File: config.mk
export PLATFORM = sky130hd
export DESIGN_NAME = if_stage
export DESIGN_NICKNAME = d
export VERILOG_FILES = /design/src/rtl/if_stage.sv
export SDC_FILE = /design/constraint.sdc
export NUM_CORES = 1
export LEC_CHECK = 0
export CORE_MARGIN = 4
export CORE_UTILIZATION = 45
export CTS_CLUSTER_SIZE = 20
export DETAILED_ROUTE_END_ITERATION = 10
export HOLD_SLACK_MARGIN = 0.03
export PLACE_DENSITY = 0.77
export SLEW_MARGIN = 20
export SYNTH_ARGS = -nofsm -noshare
export SYNTH_HDL_FRONTEND = slang
export SYNTH_SLANG_ARGS = --single-unit
File: constraint.sdc
create_clock -name clk -period 4.8 [get_ports clk]
set_clock_uncertainty 0.1 [all_clocks]
set_input_delay 1.2 -clock clk [delete_from_list [all_inputs] [get_ports clk]]
set_output_delay 1.2 -clock clk [all_outputs]
set_load 0.01 [all_outputs]
File: src/rtl/if_stage.sv
// if_stage: MIPS instruction-fetch stage. Holds the PC, fetches words over imem req/ack, presents them to decode.
// Latency: memory latency + 1 register stage; at least 2 cycles per instruction (FETCH then ISSUE).
// Backpressure: id_ready low holds the registered word in ISSUE; optional counter under macro IF_PERF_CNT_EN.
module if_stage #(
  parameter logic [31:0] RESET_PC    = 32'h0000_0000,
  parameter logic [5:0]  HALT_OPCODE = 6'b111111
) (
  input  logic        clk,
  input  logic        rst,
  output logic        imem_req,
  output logic [31:0] imem_addr,
  input  logic        imem_ack,
  input  logic [31:0] imem_rdata,
  input  logic        redirect_valid,
  input  logic [31:0] redirect_target,
  input  logic        id_ready,
  output logic [31:0] instruction,
  output logic [31:0] pc_plus4,
  output logic        instr_valid,
  output logic        halted
`ifdef IF_PERF_CNT_EN
  ,
  output logic [31:0] fetch_count
`endif
);

  typedef enum logic [1:0] {FETCH, ISSUE, DRAIN, HALTED} state_t;

  state_t      state, state_nxt;
  logic [31:0] pc, pc_nxt;
  logic [31:0] pend, pend_nxt;
  logic [31:0] tgt;
  logic        capture, drop_valid, set_halt;

  // Word-align the redirect target; the low two bits carry no meaning.
  assign tgt = redirect_target & 32'hFFFF_FFFC;

  // A request stays up (address stable) until the memory acks it, even if a
  // redirect arrives meanwhile: DRAIN lets the in-flight fetch complete.
  assign imem_req  = !rst && ((state == FETCH) || (state == DRAIN));
  assign imem_addr = pc;

  // State, PC and pending-redirect registers.
  always_ff @(posedge clk or posedge rst) begin
    if (rst) begin
      state <= FETCH;
      pc    <= RESET_PC;
      pend  <= 32'h0;
    end else begin
      state <= state_nxt;
      pc    <= pc_nxt;
      pend  <= pend_nxt;
    end
  end

  // Next-state, next-PC and datapath control decode.
  always_comb begin
    state_nxt  = state;
    pc_nxt     = pc;
    pend_nxt   = pend;
    capture    = 1'b0;
    drop_valid = 1'b0;
    set_halt   = 1'b0;
    case (state)
      FETCH: begin
        if (imem_ack) begin
          if (redirect_valid) begin
            pc_nxt = tgt;               // returned word is on the wrong path
          end else begin
            capture   = 1'b1;
            pc_nxt    = pc + 32'd4;     // wraps mod 2^32
            state_nxt = ISSUE;
          end
        end else if (redirect_valid) begin
          pend_nxt  = tgt;
          state_nxt = DRAIN;
        end
      end
      DRAIN: begin
        if (redirect_valid) begin
          pend_nxt = tgt;               // latest redirect wins
        end
        if (imem_ack) begin
          pc_nxt    = redirect_valid ? tgt : pend;
          state_nxt = FETCH;
        end
      end
      ISSUE: begin
        if (redirect_valid) begin
          drop_valid = 1'b1;
          pc_nxt     = tgt;
          state_nxt  = FETCH;
        end else if (id_ready) begin
          drop_valid = 1'b1;
          if (instruction[31:26] == HALT_OPCODE) begin
            set_halt  = 1'b1;
            state_nxt = HALTED;
          end else begin
            state_nxt = FETCH;
          end
        end
      end
      HALTED: begin
        state_nxt = HALTED;
      end
      default: begin
        state_nxt = FETCH;
      end
    endcase
  end

  // Output registers toward decode.
  always_ff @(posedge clk or posedge rst) begin
    if (rst) begin
      instruction <= 32'h0;
      pc_plus4    <= 32'h0;
      instr_valid <= 1'b0;
      halted      <= 1'b0;
    end else begin
      if (capture) begin
        instruction <= imem_rdata;
        pc_plus4    <= pc + 32'd4;
        instr_valid <= 1'b1;
      end else if (drop_valid) begin
        instr_valid <= 1'b0;
      end
      if (set_halt) begin
        halted <= 1'b1;
      end
    end
  end

`ifdef IF_PERF_CNT_EN
  // Count accepted handshakes; a redirect in the same cycle cancels the word.
  always_ff @(posedge clk or posedge rst) begin
    if (rst) begin
      fetch_count <= 32'h0;
    end else if (instr_valid && id_ready && !redirect_valid) begin
      fetch_count <= fetch_count + 32'd1;
    end
  end
`endif

endmodule

==> run metrics <==
status finished, final reports clean; Slew HR 0.3165; critical path's slowest cell clkdlybuf4s50_1; CP required ~3.5 ns; WHS Endpoint halted; syn nets between 700 and 800; pwr/cell area 731.2 nW/um^2; CTS tree done; critical path peak fanout 2; drt total wl 19450 um; reg-to-reg endpoint imem_addr[17]; P_int between 4 and 5 mW; RSZ-0062 raised after global routing false; Initial Util 0.4668; DRC 0; Synth async-reset ratio 1.000; Synth Cell Area roughly 6900 sq um; die height between 100 and 150 um; most frequent cell after synthesis dfrtp_1; clock network power share 0.181; Max clock buf depth 2; maxcap violations 0; met3 WL 1126 um; layout cell share with drive strength beyond 1 0.1554; clk_lat worst skew 0.41 ns; WHS roughly 0.35 ns; Final Max Slew Viols 0; Post-synth EDFFs 0; M1 wire length between 8000 and 9000 um; Highest Clock Rate about 0.28 GHz; total gr overflow 0; Post-CTS Setup Bufs 0; Hold Path Stages 1; final instance area 9226 sq um; Worst-path clk slew 0.06 ns; post-DP HPWL about 14000 um; Synth top area share 0.4796; Crit. End Element primary output; vias in the first global route 5787; worst vdd ir roughly 370 uV; placed inst area 8670 sq um; via/cell ratio 5.830; FF+latch area ~3300 sq um; Tcrit/Tclk final 0.7528; global-route usage over all layers 0.2256; FF-to-FF Start state[1]; Final Hold Viols 0; Synth Register Bits 132; kind of critical path input port to primary output; pin count of the biggest net entering global routing 86; initial antenna violation count 1; die width 131.7 um; remaining antenna violation count after routing 0; R2R setup slack 1.71 ns; R2R cell count 8; die area 17350 sq um; H-tree lvl count 4; WL met2 9667 um; P_sw 2.672 mW; worst-path cell chain clkdlybuf4s50_1 -> nor2_1 -> clkdlybuf4s50_1; first-pass GRT wire length 31750 um; Synth Flop Type dfrtp_1; Crit path arrival time 2.31 ns; sequential share of power 0.318; setup TNS 0 ns; DR WL/cell 19.18 um; Logic pwr share 0.501; setup violators final 0; top sig layer met5; Period minus WS final 3.613 ns; top cells by count, synth 132 x dfrtp_1, 85 x nand2_1, 69 x mux2_2, 45 x a21oi_1, 41 x o21ai_0; PostCTS Resize Cnt 0; Mapped Cells 673; row cnt 44; ANT cells 0; fillers 1204; Slew @ Worst Pin 1.025 ns; Post-CTS Hold Fix Bufs 0; root buf cell clkbuf_16; area grow syn2layout 33.95%; Power, Total 6.746 mW; GPL Wtd Cong about 0.90; Final #Nets 892; Yosys cell types 65; final core occ 0.6253; hold path startpoint halted; sequential cell area fraction in the yosys report 0.4796; Yosys warning count 0; Ports 168; biggest area consumer among synthesized cells dfrtp_1; CP most frequent cell clkdlybuf4s50_1; Post-Syn Area per Cell 10.23 sq um; clock sinks 132; worst hold path type flip-flop to flip-flop; Num CTS Buffers 17; slowest stage delay, CP around 0.54 ns; IO buf count 165; Core Box Area 14750 sq um; top post-synthesis cells by area dfrtp_1 48%, mux2_2 11%, nand2_1 4.6%; Multi-input gate area roughly 3300 sq um; via count 5912; startpoint types input port; DRT Pass-1 Iters 5; Switching Fraction 0.3961; static leakage 3.807 nW; Iter 0 DRT Violations 491
-- flip-flops by register name, summed over array words and instances (netlist names) --
signal / count
imem_addr: 32
instruction: 32
pc_plus4: 32
state: 2
instr_valid: 1
halted: 1
pend: 32
-- critical path: cells and delay by family --
kind                   cells  cell delay, ns
buffers and inverters      2            0.99
AND/OR/NAND/NOR            1            0.12
-- layout make-up --
type / instances / area share
flip-flops and latches: 132 / 0.3580
clock buffers: 17 / 0.04611
inverters: 12 / 0.005289
clock inverters: 14 / 0.01424
repair buffers: 176 / 0.1888
well taps: 184 / 0.02495
multi-input cells: 479 / 0.3626
-- cell families after synthesis --
group	count (synthesis)	synth area share
AOI/OAI and AO/OA	186	0.1777
adders and majority gates	5	0.009083
and+or+nand+nor	186	0.1388
DFF	132	0.4796
xor gates and xnor gates	27	0.03433
buffers and inverters	62	0.03905
muxes	75	0.1215
-- power by group through the flow --
stage | clock [mW] | combinational [mW] | sequential, mW
CTS | 1.24 | 3.38 | 2.14
global placement | 0 | 3.26 | 2.11
floorplan | 0 | 1.88 | 2.20
global route | 1.30 | 3.65 | 2.22
detailed placement | 0 | 3.36 | 2.15
finish | 1.22 | 3.38 | 2.15
-- stage by stage --
| step | worst slack (ns) | cells |
|---|---|---|
| after CTS | 1.177 | 1014 |
| after global routing | 1.129 | 1014 |
| after detailed placement | 1.190 | 983 |
| after global placement | 1.173 | 983 |
| final | 1.187 | 1014 |
| after floorplan | 1.863 | 673 |
-- cells in the final DEF, fill, tap and decap left out, drive strengths merged, types with 3 or more instances in the layout --
master,n
o21ai,47
nand4,8
nand3,21
o22ai,4
a31oi,10
and4,6
mux2i,6
buf,12
ha,5
o221ai,5
o22a,10
o211a,3
nand2,87
and3,9
a22o,5
a21oi,45
nor2,24
o21a,7
xor2,8
a22oi,4
a2bb2oi,8
o31ai,5
clkdlybuf4s50,164
and2,5
clkinvlp,5
dfrtp,132
a21o,5
a211oi,4
nor2b,4
clkbuf,17
o211ai,4
nor4,3
nor3,13
inv,15
clkinv,5
xnor2,19
mux2,69
-- worst max path at each step --
stage / startpoint / to / slack (ns) / cells past startpoint
5_1_grt: rst / imem_req / 1.13 / 3
3_3_place_gp: rst / imem_req / 1.17 / 3
4_1_cts: rst / imem_req / 1.18 / 3
3_5_place_dp: rst / imem_req / 1.19 / 3
6_report: rst / imem_req / 1.19 / 3
2_1_floorplan: rst / halted / 1.86 / 1
-- layer usage --
layer	vias up	global-route usage
met3	26	0.04778
met2	229	0.3682
met4	2	0.06709
met1	2915	0.3047
li1	2740	-
met5	-	0
No activity file was read; power rests on OpenSTA's default activity.
